File: config.mk
export PLATFORM = sky130hd
export DESIGN_NAME = uart_rx_frame_flat
export DESIGN_NICKNAME = d
export VERILOG_FILES = /design/src/rtl/uart_rx_pkg.sv /design/src/rtl/uart_rx_if.sv /design/src/rtl/uart_rx_sampler.sv /design/src/rtl/uart_rx_frame.sv /design/src/flat_wrapper.sv
export SDC_FILE = /design/constraint.sdc
export NUM_CORES = 1
export LEC_CHECK = 0
export BUFFER_PORTS_ARGS = -buffer_cell sky130_fd_sc_hd__buf_2
export CAP_MARGIN = 20
export CELL_PAD_IN_SITES_DETAIL_PLACEMENT = 2
export CELL_PAD_IN_SITES_GLOBAL_PLACEMENT = 2
export CORE_AREA = 2 2 89 91
export DETAILED_ROUTE_END_ITERATION = 8
export DIE_AREA = 0 0 91 93
export HOLD_SLACK_MARGIN = 0.15
export PLACE_DENSITY = 0.74
export RECOVER_POWER = 100
export SETUP_SLACK_MARGIN = 0.4
export SYNTH_ARGS = -nofsm -noshare
export SYNTH_HDL_FRONTEND = slang
export SYNTH_SLANG_ARGS = --single-unit
export TNS_END_PERCENT = 1
File: constraint.sdc
create_clock -name CLK -period 2.5 [get_ports CLK]
set_clock_uncertainty 0.15 [all_clocks]
set_input_delay 0.375 -clock CLK [delete_from_list [all_inputs] [get_ports CLK]]
set_output_delay 0.375 -clock CLK [all_outputs]
set_load 0.02 [all_outputs]
File: src/rtl/uart_rx_pkg.sv
// Shared types and constants for the UART receive frame engine.
package uart_rx_pkg;

    typedef enum logic [2:0] {
        IDLE,
        START,
        DATA,
        PARITY,
        STOP
    } rx_state_e;

    localparam int PRESCALE_8     = 8;
    localparam int PRESCALE_16    = 16;
    localparam int PRESCALE_32    = 32;
    localparam int DATA_WIDTH_DEF = 8;

endpackage

File: src/rtl/uart_rx_if.sv
// Receive-side bus: serial line and frame configuration in, byte and status out.
interface uart_rx_if #(
    parameter int DATA_WIDTH = uart_rx_pkg::DATA_WIDTH_DEF,
    parameter int PRESCALE_W = 6
);
    logic                  RX_IN;
    logic [PRESCALE_W-1:0] Prescale;
    logic                  PAR_EN;
    logic                  PAR_TYP;
    logic [DATA_WIDTH-1:0] P_DATA;
    logic                  Data_Valid;
    logic                  Par_Err;
    logic                  Stp_Err;

    modport master (
        output RX_IN, Prescale, PAR_EN, PAR_TYP,
        input  P_DATA, Data_Valid, Par_Err, Stp_Err
    );

    modport slave (
        input  RX_IN, Prescale, PAR_EN, PAR_TYP,
        output P_DATA, Data_Valid, Par_Err, Stp_Err
    );
endinterface

File: src/rtl/uart_rx_sampler.sv
// Three-sample majority voter around the middle of each bit period.
module uart_rx_sampler #(
    parameter int PRESCALE_W = 6
) (
    input  logic                  CLK,
    input  logic                  RST,
    input  logic                  RX_IN,
    input  logic [PRESCALE_W-1:0] edge_cnt,
    input  logic [PRESCALE_W-1:0] Prescale,
    output logic                  sampled_bit
);
    logic [PRESCALE_W-1:0] mid;
    logic                  s0_q, s0_d;
    logic                  s1_q, s1_d;
    logic                  bit_q, bit_d;

    always_comb begin
        mid   = Prescale >> 1;
        s0_d  = s0_q;
        s1_d  = s1_q;
        bit_d = bit_q;
        if (edge_cnt == mid - PRESCALE_W'(1)) s0_d = RX_IN;
        if (edge_cnt == mid)                  s1_d = RX_IN;
        // The third sample is the live line value, voted and registered in one step.
        if (edge_cnt == mid + PRESCALE_W'(1))
            bit_d = (s0_q & s1_q) | (s0_q & RX_IN) | (s1_q & RX_IN);
    end

    always_ff @(posedge CLK or negedge RST) begin
        if (!RST) begin
            s0_q  <= 1'b1;
            s1_q  <= 1'b1;
            bit_q <= 1'b1;
        end else begin
            s0_q  <= s0_d;
            s1_q  <= s1_d;
            bit_q <= bit_d;
        end
    end

    assign sampled_bit = bit_q;
endmodule

File: src/rtl/uart_rx_frame.sv
// UART receive frame engine: start detect, LSB-first deserialize, parity/stop check.
// Define UART_RX_SYNC_EN to insert a 2-flop synchronizer on RX_IN.
module uart_rx_frame
    import uart_rx_pkg::*;
#(
    parameter int DATA_WIDTH = DATA_WIDTH_DEF,
    parameter int PRESCALE_W = 6
) (
    input logic      CLK,
    input logic      RST,
    uart_rx_if.slave rx
);
    localparam int             BCW      = (DATA_WIDTH > 1) ? $clog2(DATA_WIDTH) : 1;
    localparam logic [BCW-1:0] LAST_BIT = BCW'(DATA_WIDTH - 1);

    rx_state_e             state_q, state_d;
    logic [PRESCALE_W-1:0] edge_cnt_q, edge_cnt_d;
    logic [BCW-1:0]        bit_cnt_q, bit_cnt_d;
    logic [DATA_WIDTH-1:0] shift_q, shift_d;
    logic [DATA_WIDTH-1:0] p_data_q, p_data_d;
    logic                  valid_q, valid_d;
    logic                  par_err_q, par_err_d;
    logic                  stp_err_q, stp_err_d;
    logic [PRESCALE_W-1:0] prescale_q, prescale_d;
    logic                  par_en_q, par_en_d;
    logic                  par_typ_q, par_typ_d;

    logic                  rx_line;
    logic                  sampled_bit;
    logic                  bit_end;
    logic                  enter_start;
    logic                  exp_par;

`ifdef UART_RX_SYNC_EN
    logic [1:0] sync_q, sync_d;

    always_comb sync_d = {sync_q[0], rx.RX_IN};

    always_ff @(posedge CLK or negedge RST) begin
        if (!RST) sync_q <= 2'b11;
        else      sync_q <= sync_d;
    end

    assign rx_line = sync_q[1];
`else
    assign rx_line = rx.RX_IN;
`endif

    uart_rx_sampler #(.PRESCALE_W(PRESCALE_W)) u_sampler (
        .CLK         (CLK),
        .RST         (RST),
        .RX_IN       (rx_line),
        .edge_cnt    (edge_cnt_q),
        .Prescale    (prescale_q),
        .sampled_bit (sampled_bit)
    );

    // NOTE: every _d gets its hold value first so no path through this block infers a latch.
    always_comb begin
        state_d     = state_q;
        edge_cnt_d  = edge_cnt_q;
        bit_cnt_d   = bit_cnt_q;
        shift_d     = shift_q;
        p_data_d    = p_data_q;
        valid_d     = 1'b0;
        par_err_d   = par_err_q;
        stp_err_d   = stp_err_q;
        prescale_d  = prescale_q;
        par_en_d    = par_en_q;
        par_typ_d   = par_typ_q;
        enter_start = 1'b0;
        bit_end     = (edge_cnt_q == prescale_q - PRESCALE_W'(1));
        exp_par     = par_typ_q ? ~^shift_q : ^shift_q;

        if (state_q != IDLE) edge_cnt_d = bit_end ? '0 : edge_cnt_q + PRESCALE_W'(1);

        unique case (state_q)
            IDLE: enter_start = !rx_line;
            START: begin
                // First cycle the registered vote for the start bit is visible.
                if (edge_cnt_q == (prescale_q >> 1) + PRESCALE_W'(2) && sampled_bit) begin
                    state_d    = IDLE;
                    edge_cnt_d = '0;
                end else if (bit_end) begin
                    state_d   = DATA;
                    bit_cnt_d = '0;
                end
            end
            DATA: begin
                if (bit_end) begin
                    shift_d[bit_cnt_q] = sampled_bit;
                    if (bit_cnt_q == LAST_BIT) begin
                        bit_cnt_d = '0;
                        state_d   = par_en_q ? PARITY : STOP;
                    end else begin
                        bit_cnt_d = bit_cnt_q + BCW'(1);
                    end
                end
            end
            PARITY: begin
                if (bit_end) begin
                    par_err_d = (sampled_bit != exp_par);
                    state_d   = STOP;
                end
            end
            STOP: begin
                if (bit_end) begin
                    stp_err_d = !sampled_bit;
                    if (!par_err_q && sampled_bit) begin
                        p_data_d = shift_q;
                        valid_d  = 1'b1;
                    end
                    if (!rx_line) enter_start = 1'b1;
                    else          state_d     = IDLE;
                end
            end
            default: state_d = IDLE;
        endcase

        // Frame configuration is frozen for the whole frame from start detection on.
        if (enter_start) begin
            state_d    = START;
            edge_cnt_d = '0;
            par_err_d  = 1'b0;
            stp_err_d  = 1'b0;
            prescale_d = rx.Prescale;
            par_en_d   = rx.PAR_EN;
            par_typ_d  = rx.PAR_TYP;
        end
    end

    // NOTE: state registers use non-blocking assignments so all flops update from the same pre-edge values.
    always_ff @(posedge CLK or negedge RST) begin
        if (!RST) begin
            state_q    <= IDLE;
            edge_cnt_q <= '0;
            bit_cnt_q  <= '0;
            shift_q    <= '0;
            p_data_q   <= '0;
            valid_q    <= 1'b0;
            par_err_q  <= 1'b0;
            stp_err_q  <= 1'b0;
            prescale_q <= PRESCALE_W'(PRESCALE_8);
            par_en_q   <= 1'b0;
            par_typ_q  <= 1'b0;
        end else begin
            state_q    <= state_d;
            edge_cnt_q <= edge_cnt_d;
            bit_cnt_q  <= bit_cnt_d;
            shift_q    <= shift_d;
            p_data_q   <= p_data_d;
            valid_q    <= valid_d;
            par_err_q  <= par_err_d;
            stp_err_q  <= stp_err_d;
            prescale_q <= prescale_d;
            par_en_q   <= par_en_d;
            par_typ_q  <= par_typ_d;
        end
    end

    assign rx.P_DATA     = p_data_q;
    assign rx.Data_Valid = valid_q;
    assign rx.Par_Err    = par_err_q;
    assign rx.Stp_Err    = stp_err_q;
endmodule

File: src/flat_wrapper.sv
// flat-port wrapper written by rule: the top's interface ports become plain ports
module uart_rx_frame_flat import uart_rx_pkg::*;
#(
    parameter int DATA_WIDTH = DATA_WIDTH_DEF,
    parameter int PRESCALE_W = 6
)
  (CLK, RST, rx_RX_IN, rx_Prescale, rx_PAR_EN, rx_PAR_TYP, rx_P_DATA, rx_Data_Valid, rx_Par_Err, rx_Stp_Err);
  uart_rx_if #(.DATA_WIDTH(DATA_WIDTH), .PRESCALE_W(PRESCALE_W)) rx_i ();
  input logic CLK;
  input logic RST;
  input wire logic [$bits(rx_i.RX_IN)-1:0] rx_RX_IN;
  input wire logic [$bits(rx_i.Prescale)-1:0] rx_Prescale;
  input wire logic [$bits(rx_i.PAR_EN)-1:0] rx_PAR_EN;
  input wire logic [$bits(rx_i.PAR_TYP)-1:0] rx_PAR_TYP;
  output wire logic [$bits(rx_i.P_DATA)-1:0] rx_P_DATA;
  output wire logic [$bits(rx_i.Data_Valid)-1:0] rx_Data_Valid;
  output wire logic [$bits(rx_i.Par_Err)-1:0] rx_Par_Err;
  output wire logic [$bits(rx_i.Stp_Err)-1:0] rx_Stp_Err;
  assign rx_i.RX_IN = rx_RX_IN;
  assign rx_i.Prescale = rx_Prescale;
  assign rx_i.PAR_EN = rx_PAR_EN;
  assign rx_i.PAR_TYP = rx_PAR_TYP;
  assign rx_P_DATA = rx_i.P_DATA;
  assign rx_Data_Valid = rx_i.Data_Valid;
  assign rx_Par_Err = rx_i.Par_Err;
  assign rx_Stp_Err = rx_i.Stp_Err;
  uart_rx_frame #(.DATA_WIDTH(DATA_WIDTH), .PRESCALE_W(PRESCALE_W)) u_core (.CLK(CLK), .RST(RST), .rx(rx_i));
endmodule
After elaboration in Yosys (flattened, before gate mapping)
Index checks and enable logic that the tools add are counted.
{"block": "word_totals", "register_bits": 42, "input_bits": 11, "output_inout_bits": 11, "wordCells": 104}
{"block": "op_classes", "n_addsub": 6, "n_lt_le_gt_ge": 2, "n_eq_ne": 21, "n_mux": 36, "bitwise_logic": 5, "reduce_logical": 20}
{"operator": "$mux W3", "n": 13}
{"operator": "$mux W6", "n": 5}
{"operator": "$eq A6 B6 Y1", "n": 4}
{"operator": "$pmux W3 S5", "n": 1}
{"operator": "$mux W1", "n": 13}
{"operator": "$ne A3 B1 Y1 const B", "n": 4}
{"operator": "$bwmux W8", "n": 1}
{"operator": "$reduce_bool A2 Y1", "n": 4}
{"operator": "$reduce_xnor A8 Y1", "n": 1}
{"operator": "$reduce_xor A8 Y1", "n": 1}
{"operator": "$reduce_and A7 Y1", "n": 1}
{"operator": "$add A5 B1 Y6 const B", "n": 1}
{"operator": "$add A5 B2 Y6 const B", "n": 1}
{"operator": "$add A6 B1 Y6 const B", "n": 1}
{"operator": "$eq A3 B2 Y1 const B", "n": 2}
{"operator": "$eq A3 B3 Y1 const B", "n": 2}
{"operator": "$eq A6 B5 Y1", "n": 1}
{"operator": "$ne A2 B1 Y1 const B", "n": 3}
{"operator": "$pmux W3 S2", "n": 1}
{"operator": "$reduce_and A2 Y1", "n": 3}
{"operator": "$sub A5 B1 Y6 const B", "n": 1}
{"operator": "$sub A6 B1 Y6 const B", "n": 1}
{"operator": "$lt A3 B4 Y1 const B", "n": 1}
{"operator": "$ne A4 B1 Y1 const B", "n": 1}
{"operator": "other kinds (16)", "n": 23}

Depth between registers and ports, before layout
Gate-level depths: netlist of run 1.
{"block": "logic_depth", "depth_word": 7, "ltp_mapped": 10, "depth_no_buf": 8}

By module
Synthesis of run 1 repeated with hierarchy kept, for this count alone.
{"block": "unflattened", "hier_cells": 252, "hier_area_um2": 2663.8}
{"mod": "uart_rx_frame", "instances": 1, "cells_each": 203, "area_each_um2": 2210.9, "seq_area_each_um2": 977.2}
{"mod": "uart_rx_sampler", "instances": 1, "cells_each": 49, "area_each_um2": 452.9, "seq_area_each_um2": 78.8}

Least setup slack after synthesis of run 1
No wires, ideal clock.
{"block": "synth_path", "kind": "reg2reg", "start": "register u_core.prescale_q[3]", "end": "register u_core.p_data_q[0] (netlist: u_core.rx.P_DATA[0])", "setup_time_ns": 0.125, "t_arrival_ns": 2.312, "required_time_ns": 2.225, "path_slack_ns": -0.086, "path_stages_with_launch": 10, "path_buffers": 1, "synth_period_minus_slack_ns": 2.586, "path_cell_list": "dfstp_2 > buf_6 > inv_1 > ha_1 > nand2b_1 > a21oi_1 > and4b_1 > nand3_4 > nor4b_4 > mux2_2"}
{"block": "synth_between", "elab_chain_cells": 3}
{"item": "from (decl)", "line_no": "uart_rx_frame.sv:24", "text": "logic [PRESCALE_W-1:0] prescale_q, prescale_d;"}
{"item": "from (signal assigned)", "line_no": "uart_rx_frame.sv:143", "text": "prescale_q <= PRESCALE_W'(PRESCALE_8);"}
{"item": "from (signal assigned)", "line_no": "uart_rx_frame.sv:155", "text": "prescale_q <= prescale_d;"}
{"item": "$sub A6 B1 Y6", "line_no": "uart_rx_frame.sv:72", "text": "bit_end = (edge_cnt_q == prescale_q - PRESCALE_W'(1));"}
{"item": "$eq A6 B6 Y1", "line_no": "uart_rx_frame.sv:72"}
{"item": "$reduce_and A3 Y1 (no line)"}
{"item": "to (signal assigned)", "line_no": "uart_rx_frame.sv:151", "text": "p_data_q <= p_data_d;"}
{"item": "to (decl)", "line_no": "uart_rx_frame.sv:20", "text": "logic [DATA_WIDTH-1:0] p_data_q, p_data_d;"}
Every way passes these cells.
A chain may end at the register's enable or synchronous reset.

Final worst setup path of run 1
{"block": "layout_path", "start": "register u_core.prescale_q[3]", "end": "register u_core.shift_q[6]"}
{"block": "layout_between", "elab_chain_cells": 3}
{"item": "$sub A6 B1 Y6", "line_no": "uart_rx_frame.sv:72"}
{"item": "$eq A6 B6 Y1", "line_no": "uart_rx_frame.sv:72"}
{"item": "$reduce_and A2 Y1 (no line)"}
{"item": "to (signal assigned)", "line_no": "uart_rx_frame.sv:150", "text": "shift_q <= shift_d;"}
{"item": "to (decl)", "line_no": "uart_rx_frame.sv:19", "text": "logic [DATA_WIDTH-1:0] shift_q, shift_d;"}
Every way passes these cells.

==> summary.txt, run 1 <==
Power
  – Cell-internal power: between 2000 and 2500 uW
  – Switching Fraction: a little over two fifths
  – Register share of total power: between 20 and 30%
  – Cell area power density: around 1200 nW/um2
  – VDD IR max: 0.436 mV
  – Logic pwr share: about 56%
  – Clock Power Share: 14.9%
  – Leak: 0.00141 uW
  – NetSw: around 1700 uW

Timing
  – Worst-margin pin slew: roughly 0.66 ns
  – Setup WS post-layout: -0.0759 ns
  – Min Clock Period, post-route: 2.58 ns
  – Max Fclk: between 300 and 400 MHz
  – Final setup vio count: 2
  – Pins Over Slew Limit: 0
  – Headroom to the max-slew limit: a little under three fifths
  – Fin crit share: 103%
  – RSZ-0062 raised after global routing: yes
  – Final hold violation count: 0

Routing
  – Final ANT Viol Nets: 0
  – Vias/cell: ~5.3
  – Remaining DRCs: 0
  – Initial DRC Count: 81
  – Vias: ~2,100
  – Iteration count of the initial detailed-routing pass: 4
  – WL/cell: 21.5 um
  – Drt total wl: between 8000 and 9000 um

Clocking
  – Clock sinks: 42
  – TritonCTS clock tree: yes
  – Clk Tree Root Cell: clkbuf_8
  – Worst skew pair latency: around 0.31 ns
  – Clk slew on worst S/H paths: 0.10 ns
  – CTS Buf Count: 5
  – Max Root-Sink Buffers: 2
  – CTS H-Tree Depth: 2

Worst setup path
  – Max incr delay on CP: 0.61 ns
  – Kind of critical path: reg2reg
  – Setup crit start kind: register
  – Worst path required time: around 2.6 ns
  – Critical path's top delay family: simple AND/OR/NAND/NOR gates
  – CP Data Arrival Time: 2.62 ns
  – Bufs and invs on worst path: 2
  – CP cell instances: inv_4 -> ha_4 -> nand2b_4 -> a21oi_2 -> and4b_2 -> nand4_1 -> buf_6 -> nor4bb_4 -> mux2_4
  – Critical Path End Type: register
  – Crit-path max FO: 8
  – Worst path slowest cell: dfstp_2

Final layout
  – Synth-to-Final Area Change: 29.6%
  – Fill cells: about 840
  – Register Area: ~1100 um2
  – Final #Nets: 316
  – Area of the multi-input gates: 1690 um2
  – Antenna cells: 0
  – Final Util: a little under half
  – Layout cells sized above 1: 39.9%

Run
  – MaxCap Viol Count: 0

Yosys
  – Synthesized flop and latch total: between 40 and 50
  – Synth Net Count: approximately 270
  – Post-synthesis cell area: 2640 um2
  – Synth async-reset ratio: 100%
  – Sequential area share after synthesis: 40.0%
  – Post-Synthesis Cells: 247
  – Yosys warns: 0
  – Synth Flop Type: dfrtp_1
  – Syn avg cell area: 10.7 um2
  – Cell variety after synth: between 50 and 60
  – Post-synth EDFFs: 0

GRT
  – First-pass GRT wire length: between 10,000 and 15,000 um
  – Largest net degree at the start of global routing: 22
  – Initial antenna violation count: 0
  – GR Overflow Total: 0
  – GRT Overall Usage: about a fifth
  – Vias in the first global route: about 2,400

Place
  – Input/output buffers: 21
  – Final GP Congestion: around 0.77
  – Pre-CTS setup slack: -0.100 ns
  – HPWL after detailed placement: between 5000 and 6000 um

Worst hold path
  – Hold Crit Class: in2reg

Floorplan
  – Die W: 91 um
  – I/O pins: 22
  – Row count: 32
  – Initial core utilization: 35.0%
  – Core Area: 7530 um2
  – Die H: about 93 um
  – Die area: between 8000 and 9000 um2

Status
  – Status: finished with violations
  – Failing checks: negative setup slack
==> routing by layer <==
metal	GRT usage, %	part of all wire (%)	up-vias
li1	-	-	971
met1	28.1	46	1091
met2	36.3	51	25
met3	2.58	2.0	10
met4	5.43	1.3	0
met5	0	0	-
==> synth_stat cells, types with 2 or more instances <==
cell type / instances / area, um2
and3_1: 3 / 18.8
a21oi_1: 5 / 25.0
nor2_1: 13 / 48.8
dfstp_2: 4 / 105
xnor2_1: 20 / 175
nand3_1: 5 / 25.0
a22o_1: 3 / 26.3
nor4b_1: 4 / 35.0
xor2_1: 11 / 96.3
mux2i_1: 2 / 20.0
nand2_1: 8 / 30.0
nor3_1: 8 / 40.0
clkbuf_1: 9 / 33.8
buf_2: 3 / 15.0
buf_6: 3 / 33.8
o21ai_0: 10 / 50.1
nand4_1: 4 / 25.0
nor4_1: 3 / 18.8
o211ai_1: 3 / 22.5
nand4b_1: 4 / 35.0
inv_1: 8 / 30.0
ha_1: 10 / 125
nand2b_1: 2 / 12.5
nor2b_1: 6 / 37.5
nor4bb_1: 2 / 20.0
mux2_2: 29 / 327
dfrtp_1: 38 / 951
==> path summary, 6_finish.rpt <==
kind | from | to | slack, ns | cells past startpoint
setup / recovery | u_core.prescale_q[3]$_DFFE_PN1P_ | u_core.shift_q[6]$_DFFE_PN0P_ | -0.08 | 9
hold / removal | rx_Prescale[1] | u_core.prescale_q[1]$_DFFE_PN0P_ | 0.15 | 2
setup reg to reg | u_core.prescale_q[3]$_DFFE_PN1P_ | u_core.shift_q[6]$_DFFE_PN0P_ | -0.08 | 9
hold reg to reg | u_core.rx.P_DATA[2]$_DFFE_PN0P_ | u_core.rx.P_DATA[2]$_DFFE_PN0P_ | 0.37 | 1
max in group asynchronous | RST | u_core.par_en_q$_DFFE_PN0P_ | 0.77 | 3
min in group asynchronous | RST | u_core.prescale_q[1]$_DFFE_PN0P_ | 0.43 | 2
==> power by group through the flow <==
stage / sequential (uW) / combinational (uW) / clock, uW
floorplan: 993 / 1390 / 0
CTS: 1130 / 2030 / 600
detailed placement: 1130 / 1860 / 0
global placement: 1100 / 1790 / 0
global route: 1200 / 2420 / 638
finish: 1170 / 2240 / 594
==> flip-flops by register name, summed over array words and instances, names as in the netlist <==
register and flops:
u_core.edge_cnt_q 6, u_core.rx.P_DATA 8, u_core.bit_cnt_q 3, u_core.par_typ_q 1
u_core.par_en_q 1, u_core.u_sampler.s0_q 1, u_core.shift_q 8, u_core.u_sampler.s1_q 1
u_core.rx.Data_Valid 1, u_core.state_q 3, u_core.prescale_q 6, u_core.rx.Par_Err 1
u_core.u_sampler.sampled_bit 1, u_core.rx.Stp_Err 1
==> through the flow <==
stage | instance area [um2] | total power, uW | hold WS (ns) | TNS [ns] | instances
floorplan | 2670 | 2390 | -0.0706 | 0 | 247
global placement | 3030 | 2890 | 0.112 | 0 | 380
detailed placement | 3030 | 2990 | 0.118 | -0.402 | 380
CTS | 3300 | 3760 | 0.158 | 0 | 394
global route | 3420 | 4260 | 0.151 | -1.10 | 398
finish | 3420 | 4000 | 0.153 | -0.0822 | 398
==> layout by cell type (no fill, tap or decap), types with 4 or more instances in the layout <==
master / count
mux2_2: 20
nor3_1: 7
nand3_1: 5
clkbuf_1: 13
o21ai_0: 8
mux2_4: 9
buf_2: 9
inv_1: 5
dfrtp_1: 37
ha_1: 6
xnor2_1: 20
buf_4: 25
nor2b_1: 6
nand4b_1: 4
xor2_1: 10
nand4_1: 4
dfstp_2: 4
nand2_1: 7
clkbuf_8: 5
dlygate4sd3_1: 5
nor2_1: 13
==> cells by family after synthesis <==
family	after synthesis	synth area share, %
simple gates	73	17.4
compound gates	34	8.97
flops	42	40.0
xor+xnor	32	10.9
mux	31	13.1
fa+ha+maj	11	5.12
buf+inv	24	4.46
==> what timing repair did <==
item | CTS | global route
setup endpoints to repair | 42 | 42
hold endpoints to repair | 36 | 0
resized for setup | 20 | 25
pin swaps | 5 | 12
setup buffers | 1 | 4
hold buffers | 5 | 0
==> final cells by class <==
type	instances	area share [%]
Inverter	8	1.02
Sequential cell	42	30.9
Timing Repair Buffer	57	11.4
Clock buffer	5	2.01
Clock inverter	3	1.43
Multi-Input combinational cell	181	49.5
Tap cell	102	3.73
Power figures use the tool's default switching activity.
==> run 2, diff against run 1 <==
--- a/config.mk
+++ b/config.mk
@@ -13,6 +13,7 @@
 export DETAILED_ROUTE_END_ITERATION = 8
 export DIE_AREA = 0 0 91 93
 export HOLD_SLACK_MARGIN = 0.15
+export MAX_ROUTING_LAYER = met4
 export PLACE_DENSITY = 0.74
 export RECOVER_POWER = 100
 export SETUP_SLACK_MARGIN = 0.4
==> summary.txt, run 2 (synthesis results as in run 1) <==
Worst hold path
  – HP Start: rx_Prescale[1]
  – Hold Crit Class: in2reg
  – Hold Path End: u_core.prescale_q[1]$_DFFE_PN0P_
  – Hold path depth: 2

Place
  – HPWL after detailed placement: between 5000 and 6000 um
  – Input/output buffers: 21
  – Placed insts: between 300 and 400
  – Area post-placement: between 3000 and 4000 um2
  – Final GP Congestion: between 0.7 and 0.8

Clocking
  – Clk Tree Root Cell: clkbuf_8
  – TritonCTS clock tree: yes
  – CTS H-Tree Depth: 2
  – Worst skew pair latency: 0.31 ns
  – Clock sinks: 42
  – CTS Buf Count: 5
  – Max Root-Sink Buffers: 2
  – Clk slew on worst S/H paths: approximately 0.10 ns

Timing
  – Fin crit share: 102%
  – RSZ-0062 raised after global routing: yes
  – Headroom to the max-slew limit: 56.0%
  – Max Fclk: 391 MHz
  – Setup WS post-layout: -0.0599 ns
  – Setup_tns: -0.0618 ns
  – Final hold slack: around 0.15 ns
  – Worst-margin pin slew: around 0.66 ns
  – Pins Over Slew Limit: 0
  – Min Clock Period, post-route: 2.56 ns
  – Final hold violation count: 0
  – Final setup vio count: 2

Floorplan
  – I/O pins: 22
  – Row count: 32
  – Die H: a little over 90 um
  – Die W: roughly 90 um
  – Die area: around 8500 um2
  – Core Area: between 7000 and 8000 um2
  – Initial core utilization: 35.0%

Worst setup path
  – Max incr delay on CP: a little over 0.4 ns
  – R2r setup slk: -0.06 ns
  – RR Startpoint: u_core.prescale_q[1]$_DFFE_PN0P_
  – Critical Path End Type: register
  – Setup crit start kind: register
  – CP Data Arrival Time: between 2 and 3 ns
  – Kind of critical path: reg2reg
  – R2R depth: 8
  – Crit-path max FO: 8
  – Worst path slowest cell: dfrtp_1
  – Reg2reg end: u_core.shift_q[6]$_DFFE_PN0P_
  – CP cell instances: inv_2 -> ha_2 -> xor2_2 -> and4b_2 -> nand4_1 -> buf_6 -> nor4bb_4 -> mux2_4
  – Worst path required time: between 2 and 3 ns

Final layout
  – Fin area: 3410 um2
  – Register Area: about 1100 um2
  – Antenna cells: 0
  – Commonest cells after routing, fill and taps aside: dfrtp_1 (37), buf_4 (25), xnor2_1 (20), mux2_2 (20)
  – Final Non-Filler Cells: slightly below 400
  – Most common cell after layout, fill and taps aside: dfrtp_1
  – Area of the multi-input gates: 1690 um2
  – Final #Nets: roughly 320
  – Fill cells: ~840
  – Layout cells sized above 1: ~40%
  – Synth-to-Final Area Change: 29.4%

Power
  – Leak: between 0.001 and 0.0015 uW
  – VDD IR max: about 0.43 mV
  – Power Total: around 4000 uW
  – Cell area power density: between 1000 and 1500 nW/um2

Routing
  – Drt total wl: approximately 8500 um
  – Remaining DRCs: 0
  – WL/cell: 21.4 um
  – Initial DRC Count: 63
  – Vias: approximately 2,100
  – Final ANT Viol Nets: 0
  – Iteration count of the initial detailed-routing pass: 4
  – Vias/cell: between 5 and 6

GRT
  – Initial antenna violation count: 0
  – Largest net degree at the start of global routing: 22
  – GRT Overall Usage: roughly 22%
  – GR Overflow Total: 0
  – Vias in the first global route: approximately 2,400
  – First-pass GRT wire length: approximately 14,000 um

Status
  – Failing checks: negative setup slack
  – Status: finished with violations

Run
  – MaxCap Viol Count: 0
==> run 2: cell count changes in the layout (fill, tap and decap cells not counted) <==
cell / previous run / this run
nand2_2: 0 / 1
nand2_4: 1 / 0
==> run 2: critical path, delay by kind of cell, from the launching register on <==
family	cells	cell delay, ns
XOR/XNOR	1	0.16
adder cells (fa/ha/maj)	1	0.30
AND/OR/NAND/NOR	3	0.77
flip-flops	1	0.41
buffers and inverters	2	0.31
multiplexers	1	0.33
==> run 2: power breakdown <==
group | switching [uW] | internal [uW] | leakage, uW
combinational | 1140 | 1090 | 0.000799
clock | 288 | 305 | 0.0000563
sequential | 302 | 857 | 0.000549
total | 1730 | 2250 | 0.00140
==> run 2: timing repair <==
| action | 4_1_cts | 5_1_grt |
|---|---|---|
| pin swaps | 5 | 11 |
| hold endpoints to repair | 36 | 0 |
| setup buffers | 1 | 4 |
| setup endpoints to repair | 42 | 42 |
| gates resized for setup | 20 | 24 |
| hold buffers | 5 | 0 |
==> run 2: area by class of cell <==
cell class	instances	share of cell area (%)
multi-input cells	181	49.4
flip-flops and latches	42	31.0
repair buffers	57	11.4
well taps	102	3.74
clock buffers	5	2.02
clock inverters	3	1.43
inverters	8	1.03
==> run 2: worst max-delay path by stage <==
stage / slack [ns] / from / depth (start not counted) / to
after floorplan: 0.007 / u_core.prescale_q[3]$_DFFE_PN1P_ / 9 / u_core.shift_q[6]$_DFFE_PN0P_
after CTS: 0.03 / u_core.prescale_q[3]$_DFFE_PN1P_ / 9 / u_core.shift_q[6]$_DFFE_PN0P_
final: -0.06 / u_core.prescale_q[1]$_DFFE_PN0P_ / 8 / u_core.shift_q[6]$_DFFE_PN0P_
after global routing: -0.14 / u_core.prescale_q[3]$_DFFE_PN1P_ / 9 / u_core.shift_q[6]$_DFFE_PN0P_
after global placement: 0.05 / u_core.prescale_q[1]$_DFFE_PN0P_ / 9 / u_core.shift_q[6]$_DFFE_PN0P_
after detailed placement: -0.10 / u_core.prescale_q[2]$_DFFE_PN0P_ / 9 / u_core.shift_q[6]$_DFFE_PN0P_
==> run 2: metrics by stage <==
step | util, % | worst slack, ns
3_5_place_dp | 40.2 | -0.100
3_3_place_gp | 40.2 | 0.0471
4_1_cts | 43.8 | 0.0335
6_report | 45.3 | -0.0599
2_1_floorplan | - | 0.00722
5_1_grt | 45.3 | -0.143
==> run 2: per-layer routing <==
layer  part of all wire (%)  wire (um)  up-vias  track usage, %
li1                       -          -      974               -
met1                     46       3890     1096            28.1
met2                     51       4350       31            36.2
met3                    1.9        163        8            2.58
met4                    1.2         98        0            5.43
met5                      0          0        -               -
